==> src/rtl/pcileech_ft601_devmodel.sv <==
// ----------------------------------------------------------------------------
// pcileech_ft601_devmodel
//
// Behavioural but synthesizable stand-in for the FT601 chip on the
// FT245-style 32-bit synchronous FIFO bus. The FPGA-side FT601 controller
// talks to this block exactly as it would talk to silicon. A simple host word
// interface replaces the USB side: it fills the host-to-FPGA (RX) FIFO and
// drains the FPGA-to-host (TX) FIFO. Intended for loopback builds and benches.
//
// Ports
//   clk, rst          : shared bus clock, synchronous active-high reset
//   ft_data_in, ft_be : data and byte enables driven by the FPGA
//   ft_oe_n, ft_rd_n,
//   ft_wr_n, ft_siwu_n: FPGA bus strobes (SIWU has no effect on this model)
//   ft_data_out       : word the device drives onto the bus
//   ft_data_oe        : device owns the bus (tristate enable)
//   ft_rxf_n          : low while the device offers RX data
//   ft_txe_n          : low while the device can accept TX data
//   host_din, host_din_wr_en, host_din_full          : RX FIFO push side
//   host_rd_en, host_dout, host_dout_valid,
//   host_tx_empty                                    : TX FIFO pop side
//   err_flags         : sticky protocol errors
//                       [0] RD_N low while OE_N high
//                       [1] WR_N low while OE_N low
//                       [2] TX write dropped because the FIFO was full
//                       [3] TX write with partial byte enables
// ----------------------------------------------------------------------------
module pcileech_ft601_devmodel #(
   parameter int RX_DEPTH   = 16,
   parameter int TX_DEPTH   = 16,
   parameter int TXE_SLACK  = 4,
   parameter int MAX_BURST  = 8,
   parameter int GAP_CYCLES = 3
) (
   input  logic        clk,
   input  logic        rst,
   input  logic [31:0] ft_data_in,
   input  logic [3:0]  ft_be,
   input  logic        ft_oe_n,
   input  logic        ft_rd_n,
   input  logic        ft_wr_n,
   input  logic        ft_siwu_n,
   output logic [31:0] ft_data_out,
   output logic        ft_data_oe,
   output logic        ft_rxf_n,
   output logic        ft_txe_n,
   input  logic [31:0] host_din,
   input  logic        host_din_wr_en,
   output logic        host_din_full,
   input  logic        host_rd_en,
   output logic [31:0] host_dout,
   output logic        host_dout_valid,
   output logic        host_tx_empty,
   output logic [3:0]  err_flags
);

   localparam int RX_AW = $clog2(RX_DEPTH);
   localparam int TX_AW = $clog2(TX_DEPTH);
   localparam int BC_W  = $clog2(MAX_BURST + 1);
   localparam int GC_W  = $clog2(GAP_CYCLES + 1);

   typedef logic [RX_AW-1:0] rx_ptr_t;
   typedef logic [RX_AW:0]   rx_cnt_t;
   typedef logic [TX_AW-1:0] tx_ptr_t;
   typedef logic [TX_AW:0]   tx_cnt_t;
   typedef logic [BC_W-1:0]  burst_t;
   typedef logic [GC_W-1:0]  gap_t;

   typedef enum logic [1:0] {
      RX_IDLE,
      RX_READY,
      RX_GAP
   } rx_state_t;

   localparam rx_cnt_t RX_FULL    = rx_cnt_t'(RX_DEPTH);
   localparam tx_cnt_t TX_FULL    = tx_cnt_t'(TX_DEPTH);
   localparam tx_cnt_t TX_SLACK   = tx_cnt_t'(TXE_SLACK);
   localparam burst_t  BURST_LAST = burst_t'(MAX_BURST - 1);
   localparam gap_t    GAP_LAST   = gap_t'(GAP_CYCLES - 1);

   // RX side storage and control
   logic [31:0] rx_mem [RX_DEPTH];
   rx_ptr_t     rx_wr_ptr;
   rx_ptr_t     rx_rd_ptr;
   rx_cnt_t     rx_count;
   rx_cnt_t     rx_count_next;
   logic        rx_push;
   logic        rx_pop;
   rx_state_t   rx_state;
   rx_state_t   rx_state_next;
   burst_t      burst_cnt;
   gap_t        gap_cnt;

   // TX side storage and control
   logic [31:0] tx_mem [TX_DEPTH];
   tx_ptr_t     tx_wr_ptr;
   tx_ptr_t     tx_rd_ptr;
   tx_cnt_t     tx_count;
   tx_cnt_t     tx_count_next;
   tx_cnt_t     tx_free_next;
   logic        tx_req;
   logic        tx_push;
   logic        tx_pop;
   logic        tx_overflow;

   logic [3:0]  err_q;

   // SIWU is accepted on the pin list but has no effect on this model.
   logic        unused_siwu;
   assign unused_siwu = ft_siwu_n;

   // The device drives the bus whenever the controller enables its outputs;
   // data comes straight from the registered read pointer so a new word shows
   // up one cycle after each pop.
   assign ft_data_oe  = !ft_oe_n;
   assign ft_data_out = rx_mem[rx_rd_ptr];
   assign err_flags   = err_q;

   // A pop needs the full read handshake and the FSM advertising data. A push
   // at full is still taken when a pop frees a slot on the same edge.
   assign rx_pop  = !ft_oe_n && !ft_rd_n && (rx_count != '0) && (rx_state == RX_READY);
   assign rx_push = host_din_wr_en && ((rx_count != RX_FULL) || rx_pop);

   // TX writes beyond capacity are dropped rather than overwriting data.
   assign tx_req      = !ft_wr_n;
   assign tx_overflow = tx_req && (tx_count == TX_FULL);
   assign tx_push     = tx_req && !tx_overflow;
   assign tx_pop      = host_rd_en && (tx_count != '0);

   // Occupancy after this edge; every registered flag is derived from these
   // so the flags line up with the count the next cycle will see.
   always_comb begin
      rx_count_next = rx_count;
      case ({rx_push, rx_pop})
         2'b10:   rx_count_next = rx_count + rx_cnt_t'(1);
         2'b01:   rx_count_next = rx_count - rx_cnt_t'(1);
         default: rx_count_next = rx_count;
      endcase
      tx_count_next = tx_count;
      case ({tx_push, tx_pop})
         2'b10:   tx_count_next = tx_count + tx_cnt_t'(1);
         2'b01:   tx_count_next = tx_count - tx_cnt_t'(1);
         default: tx_count_next = tx_count;
      endcase
      tx_free_next = TX_FULL - tx_count_next;
   end

   // RX advertising state. A completed burst always forces a gap, even when
   // that pop also empties the FIFO. At the end of the gap the FSM passes
   // through idle without spending a cycle there, so RXF_N stays high for
   // exactly GAP_CYCLES cycles when data is still waiting.
   always_comb begin
      rx_state_next = rx_state;
      case (rx_state)
         RX_IDLE: begin
            if (rx_count_next != '0) begin
               rx_state_next = RX_READY;
            end
         end
         RX_READY: begin
            if (rx_pop && (burst_cnt == BURST_LAST)) begin
               rx_state_next = RX_GAP;
            end else if (rx_count_next == '0) begin
               rx_state_next = RX_IDLE;
            end
         end
         RX_GAP: begin
            if (gap_cnt == GAP_LAST) begin
               rx_state_next = (rx_count_next != '0) ? RX_READY : RX_IDLE;
            end
         end
         default: rx_state_next = RX_IDLE;
      endcase
   end

   // RX FIFO, burst/gap counters and RXF_N. The burst count restarts whenever
   // the FSM leaves the ready state; the gap counter only runs while the FSM
   // stays in the gap so a later gap always starts from zero.
   always_ff @(posedge clk) begin
      if (rst) begin
         rx_state      <= RX_IDLE;
         rx_wr_ptr     <= '0;
         rx_rd_ptr     <= '0;
         rx_count      <= '0;
         burst_cnt     <= '0;
         gap_cnt       <= '0;
         ft_rxf_n      <= 1'b1;
         host_din_full <= 1'b0;
         for (int i = 0; i < RX_DEPTH; i++) begin
            rx_mem[i] <= '0;
         end
      end else begin
         rx_state      <= rx_state_next;
         rx_count      <= rx_count_next;
         ft_rxf_n      <= (rx_state_next != RX_READY);
         host_din_full <= (rx_count_next == RX_FULL);
         if (rx_push) begin
            rx_mem[rx_wr_ptr] <= host_din;
            rx_wr_ptr         <= rx_wr_ptr + rx_ptr_t'(1);
         end
         if (rx_pop) begin
            rx_rd_ptr <= rx_rd_ptr + rx_ptr_t'(1);
         end
         if (rx_state_next != RX_READY) begin
            burst_cnt <= '0;
         end else if (rx_pop) begin
            burst_cnt <= burst_cnt + burst_t'(1);
         end
         if ((rx_state == RX_GAP) && (rx_state_next == RX_GAP)) begin
            gap_cnt <= gap_cnt + gap_t'(1);
         end else begin
            gap_cnt <= '0;
         end
      end
   end

   // TX storage has no reset; the pointers and count define what is valid.
   always_ff @(posedge clk) begin
      if (!rst && tx_push) begin
         tx_mem[tx_wr_ptr] <= ft_data_in;
      end
   end

   // TX pointers, host pop register and TXE_N. TXE_N rises while TXE_SLACK-1
   // entries remain free so strobes already in flight in the controller still
   // land in the FIFO.
   always_ff @(posedge clk) begin
      if (rst) begin
         tx_wr_ptr       <= '0;
         tx_rd_ptr       <= '0;
         tx_count        <= '0;
         ft_txe_n        <= 1'b1;
         host_tx_empty   <= 1'b1;
         host_dout       <= '0;
         host_dout_valid <= 1'b0;
      end else begin
         tx_count        <= tx_count_next;
         ft_txe_n        <= (tx_free_next < TX_SLACK);
         host_tx_empty   <= (tx_count_next == '0);
         host_dout_valid <= tx_pop;
         if (tx_push) begin
            tx_wr_ptr <= tx_wr_ptr + tx_ptr_t'(1);
         end
         if (tx_pop) begin
            host_dout <= tx_mem[tx_rd_ptr];
            tx_rd_ptr <= tx_rd_ptr + tx_ptr_t'(1);
         end
      end
   end

   // Sticky protocol error flags, cleared only by reset.
   always_ff @(posedge clk) begin
      if (rst) begin
         err_q <= '0;
      end else begin
         err_q <= err_q | {tx_req && (ft_be != 4'hF),
                           tx_overflow,
                           !ft_wr_n && !ft_oe_n,
                           !ft_rd_n && ft_oe_n};
      end
   end

endmodule

==> config.mk <==
export PLATFORM = sky130hd
export DESIGN_NAME = pcileech_ft601_devmodel
export DESIGN_NICKNAME = d
export VERILOG_FILES = /design/src/rtl/pcileech_ft601_devmodel.sv
export SDC_FILE = /design/constraint.sdc
export NUM_CORES = 1
export LEC_CHECK = 0
export CAP_MARGIN = 20
export CORE_MARGIN = 2
export CORE_UTILIZATION = 55
export DETAILED_ROUTE_END_ITERATION = 10
export HOLD_SLACK_MARGIN = 0.15
export PLACE_DENSITY = 0.87
export SLEW_MARGIN = 20
export SYNTH_ARGS = -nofsm -noshare
export SYNTH_HDL_FRONTEND = slang
export SYNTH_SLANG_ARGS = --single-unit
==> constraint.sdc <==
create_clock -name clk -period 4.2 [get_ports clk]
set_clock_uncertainty 0.1 [all_clocks]
set_input_delay 0.63 -clock clk [delete_from_list [all_inputs] [get_ports clk]]
set_output_delay 0.63 -clock clk [all_outputs]
set_load 0.02 [all_outputs]
# Yosys cells after proc, flatten, opt, wreduce, memory -nomap -nowiden
# Memories as Yosys holds them, arrays and structs flattened. A register that Yosys moved wholly into a read port is not among the register bits.
# Cells that the tools add are included.
# word_totals
reg_bits,43
ram_bits,1024
input_bits,76
memories,2
# mem_list
memory,depth,word_bits,rd,rd_ports_with_merged_regs,wr,line_no,rtl
rx_mem,16,32,1,1,16,82,logic [31:0] rx_mem [RX_DEPTH];
tx_mem,16,32,1,1,1,95,logic [31:0] tx_mem [TX_DEPTH];
# classes
add_sub_neg,11
n_lt_le_gt_ge,1
eq_ne,14
muxes,20
bitwise,2
reduce_logical,28
# ops
op,count
$mux W32,1
$reduce_or A32 Y1,1
$add A4 B1 Y4 const B,5
$pmux W5 S2,2
$reduce_bool A5 Y1,3
$logic_and A1 B1 Y1,13
$mux W4,3
$add A5 B1 Y5 const B,2
$eq A2 B2 Y1 const B,5
$eq A5 B5 Y1 const B,2
$logic_not A5 Y1,2
$sub A5 B1 Y5 const B,2
$mux W1,9
$mux W2,4
$eq A2 B1 Y1 const B,3
$pmux W2 S3,1
$logic_not A1 Y1,5
$lt A5 B3 Y1 const B,1
$ne A5 B5 Y1 const B,1
$sub A5 B5 Y5 const A,1
$eq A4 B3 Y1 const B,1
$ne A4 B4 Y1 const B,1
$or A4 B4 Y4,1
$reduce_or A2 Y1,2
other kinds (5),5

# Depth between registers and ports, before layout
# logic_depth
depth_word,16
mapped_depth,13
ltp_nobuf,13

# Worst setup path before layout
# No wires, ideal clock.
# synth_timing
path_type,input to register
start,in ft_wr_n
end,"mem tx_mem[0][0], enable pin"
setup_ns,0.461
arrival_ns,3.562
required_time_ns,3.639
path_slack_ns,0.077
cell_stages,5
n_path_buf,0
path_cell_list,a21oi_1 -> inv_1 -> nor2_1 -> nand2_1 -> nor3_1
# synth_between
elab_chain_len,7
# synth_lines
element,line_no,rtl
"start, declared",41,"input logic ft_wr_n,"
$logic_not A1 Y1 *,125,assign tx_req = !ft_wr_n;
$logic_and A1 B1 Y1,126,assign tx_overflow = tx_req && (tx_count == TX_FULL);
$logic_not A1 Y1,127,assign tx_push = tx_req && !tx_overflow;
$logic_and A1 B1 Y1 *,127,
$logic_and A1 B1 Y1 *,219,if (!rst && tx_push) begin
$mux W1 *,219,
$mux W1 (implied by the code) *,220,tx_mem[tx_wr_ptr] <= ft_data_in;
"end, declared",95,
# Every way passes the cells marked *; elsewhere a longest branch is shown, timed or not.

==> impl_metrics.csv <==
group,metric,value,unit
sta,finalMaxSlewViolations,0,
sta,fmax,250,MHz
hold_path,hold_depth,2,
global_routing,grt_max_degree,76,
yosys,avgSynthCellArea,18.9,µm²
clock_network,root_buffer,"clkbuf_16",
placed_design,port_buffers,148,
pwr,ir_drop,0.479,mV
clock_network,cts_hold_buf,0,
worst_setup_path,critPathMostFrequentCell,"mux4_2",
pwr,p_int,0.0195,W
clock_network,path_clk_slew,0.06,ns
routing,firstDrtPassIters,6,
placed_design,dpl_cell_area,48800,µm²
pwr,power.leakage,17.5,nW
floorplan,num_rows,105,
yosys,yosysWarnings,0,
layout,layout_commonest_cell,"edfxtp_1",
floorplan,die_area,85200,µm²
clock_network,clockBufferDepth,3,
sta,slew_headroom,34.4,%
worst_setup_path,worstReg2RegStart,"tx_count[0]$_SDFF_PP0_",
floorplan,boundaryPins,150,
sta,finalHoldViolCount,0,
pwr,seqPwrFrac,49.2,%
worst_setup_path,endpoint_kind,"output port",
layout,fin_util,63.7,%
routing,vias_per_cell,6.46,
sta,tns,0,ns
pwr,power_density,494,nW/µm²
worst_setup_path,crit_end,"ft_data_out[31]",
yosys,synth-edff-count,1024,
worst_setup_path,critical_path_arrival,3.26,ns
layout,layout_common_cells,"1024 x edfxtp_1, 514 x and2_1, 320 x mux4_2",
worst_setup_path,r2r_end,"host_tx_empty$_SDFF_PP1_",
yosys,synth_nets,2509,
clock_network,postCtsSetupBuffers,0,
worst_setup_path,crit_family,"multiplexers",
yosys,synthCells,2411,
worst_setup_path,cpMaxStageDelayCell,"clkdlybuf4s50_1",
layout,area_delta_synth_final,14.8,%
pwr,total_power,0.0259,W
routing,num_vias,24200,
clock_network,tritoncts,"built",
pwr,combPwrFrac,14.1,%
worst_setup_path,cp_cell_sequence,"buf_4 > mux4_2 > mux4_2 > clkdlybuf4s50_1",
hold_path,hold_path_class,"input port to register",
sta,grt_setup_unrepaired,"no",
sta,min_period,3.99,ns
worst_setup_path,reg2reg_depth,13,
sta,finalCritPeriodShare,95.1,%
placed_design,place.gp.congestion,0.821,
worst_setup_path,cpPeakStageDelay,0.59,ns
routing,wl,114000,µm
clock_network,cts.sinks,1103,
pwr,switching_share,24.6,%
global_routing,grtUsageTotal,27.0,%
yosys,syn_area,45600,µm²
clock_network,clock_latency,0.70,ns
layout,nets,2687,
routing,drt_iter0_drc,2749,
placed_design,hpwlAfterDp,61700,µm
clock_network,ctsResizeCount,0,
floorplan,dieWidth,292,µm
worst_setup_path,critPathRequiredTime,3.47,ns
worst_setup_path,path_buf_inv,2,
layout,postLayoutCellArea,52300,µm²
yosys,ys_ff_latch,1103,
worst_setup_path,cp.depth,4,
floorplan,core,82100,µm²
yosys,synth-seq-area-share,71.0,%
yosys,yosysTopAreaCell,"edfxtp_1",
worst_setup_path,start_kind,"register",
clock_network,numCtsBuffers,105,
yosys,yosys.cell_types.count,58,
pwr,pwr-share-clk,36.8,%
yosys,synth_area_leaders,"edfxtp_1 67%, mux4_2 16%, and2_1 7.1%",
floorplan,initial_core_util,55.5,%
sta,worst_slew_pin_slew,0.970,ns
sta,setup_viol,0,
floorplan,die_h,292,µm
global_routing,first_global_vias,25400,
yosys,synth_top_cell_area_share,67.5,%
yosys,ys.flop_type,"edfxtp_1",
worst_setup_path,critPathKind,"register to output port",
worst_setup_path,cp_max_fo,14,
global_routing,grt_overflow,0,
global_routing,antenna_found_initial,8,
sta,fin_ws,0.206,ns
outcome,status,"completed",
routing,remaining_drc_errors,0,
worst_setup_path,rrSetupSlack,0.54,ns
layout,drive_gt1_share,24.3,%
clock_network,h-tree-depth,3,
flow_run,cap_violations,0,
global_routing,grt_pass1_wl,168000,µm
routing,wl_per_cell,30.3,µm
placed_design,dpl_worst_slack,0.210,ns
routing,final_antenna_net_count,0,
pwr,switchingPower,0.00637,W
yosys,ys_async_sr_fraction,0,%
[state kept, by name (all words and copies together) (netlist names), 5 cells and up, named ones only]
name       flops
tx_count       5
rx_mem       512
host_dout     32
rx_count       5
tx_mem       512
[power by group through the flow]
stage | clock network (W) | registers (W) | logic (W)
CTS | 0.00959 | 0.0127 | 0.00364
floorplan | 0 | 0.0129 | 0.00223
detailed placement | 0 | 0.0129 | 0.00354
finish | 0.00951 | 0.0127 | 0.00363
global placement | 0 | 0.0129 | 0.00339
global route | 0.00996 | 0.0127 | 0.00382
[metrics by stage]
step,cells,hold slack [ns]
floorplan,2411,0.291
finish,3755,0.252
global placement,3552,0.298
global route,3753,0.253
detailed placement,3552,0.305
CTS,3750,0.221
[per-layer routing]
layer  routed length, µm  vias to the layer above  track usage [%]  share of wire [%]
li1                    -                     9784                -                  -
met3               11200                      351             5.55                9.8
met5                  69                        -                0              0.061
met2               59200                     1594             46.7                 52
met4                4840                       10             11.5                4.2
met1               38700                    12500             33.3                 34
[worst min path at each step]
stage                                from                   endpoint  slack (ns)
finish                                rst  tx_wr_ptr[1]$_SDFFE_PP0P_        0.25
global route                          rst  tx_rd_ptr[0]$_SDFFE_PP0P_        0.25
CTS                                   rst  tx_wr_ptr[1]$_SDFFE_PP0P_        0.22
detailed placement  gap_cnt[0]$_SDFF_PP0_      gap_cnt[0]$_SDFF_PP0_        0.30
global placement    gap_cnt[0]$_SDFF_PP0_      gap_cnt[0]$_SDFF_PP0_        0.30
floorplan           gap_cnt[0]$_SDFF_PP0_      gap_cnt[0]$_SDFF_PP0_        0.29
[layout make-up]
| cell class | count | area [µm²] |
|---|---|---|
| Antenna cell | 5 | 12.5 |
| Clock buffer | 138 | 2870 |
| Clock inverter | 60 | 612 |
| Fill cell | 4953 | 29800 |
| Inverter | 18 | 67.6 |
| Multi-Input combinational cell | 1119 | 12600 |
| Sequential cell | 1103 | 32400 |
| Tap cell | 1070 | 1340 |
| Timing Repair Buffer | 242 | 2490 |
[cell usage after synthesis, types with 2 or more instances]
master and number:
edfxtp_1 1024, and2_1 514, mux4_2 320, clkbuf_1 89, dfxtp_1 79, nor2_1 51
clkbuf_2 36, a22o_1 33, buf_2 29, nand2_1 22, ha_1 20, or2_2 19
a21oi_1 18, inv_1 18, buf_1 16, nor2_2 12, xor2_1 11, nand2b_1 8
xnor2_1 8, a31oi_1 7, nor3_1 7, nand3_1 6, a21o_1 4, nand2_2 4
nand4_1 4, nor3_4 4, o21ai_0 4, a211oi_1 3, and3_1 3, mux2i_1 3
nor2b_1 3, or4_1 3, a22oi_1 2, fa_1 2, o22ai_1 2
[cells by family (layout without fill, tap and decap cells)]
group                      Yosys count  after routing  synth area share, %
other                                0              5                    0
DFF                               1103           1103                 71.0
buffers and inverters              189            458                 1.74
xor gates and xnor gates            19             19                0.365
AOI/OAI and AO/OA                   87             87                 1.49
adders and majority gates           22             22                0.637
and+or+nand+nor                    668            668                 8.91
muxes                              323            323                 15.9
Note: power is estimated with default switching activity, not from simulation.
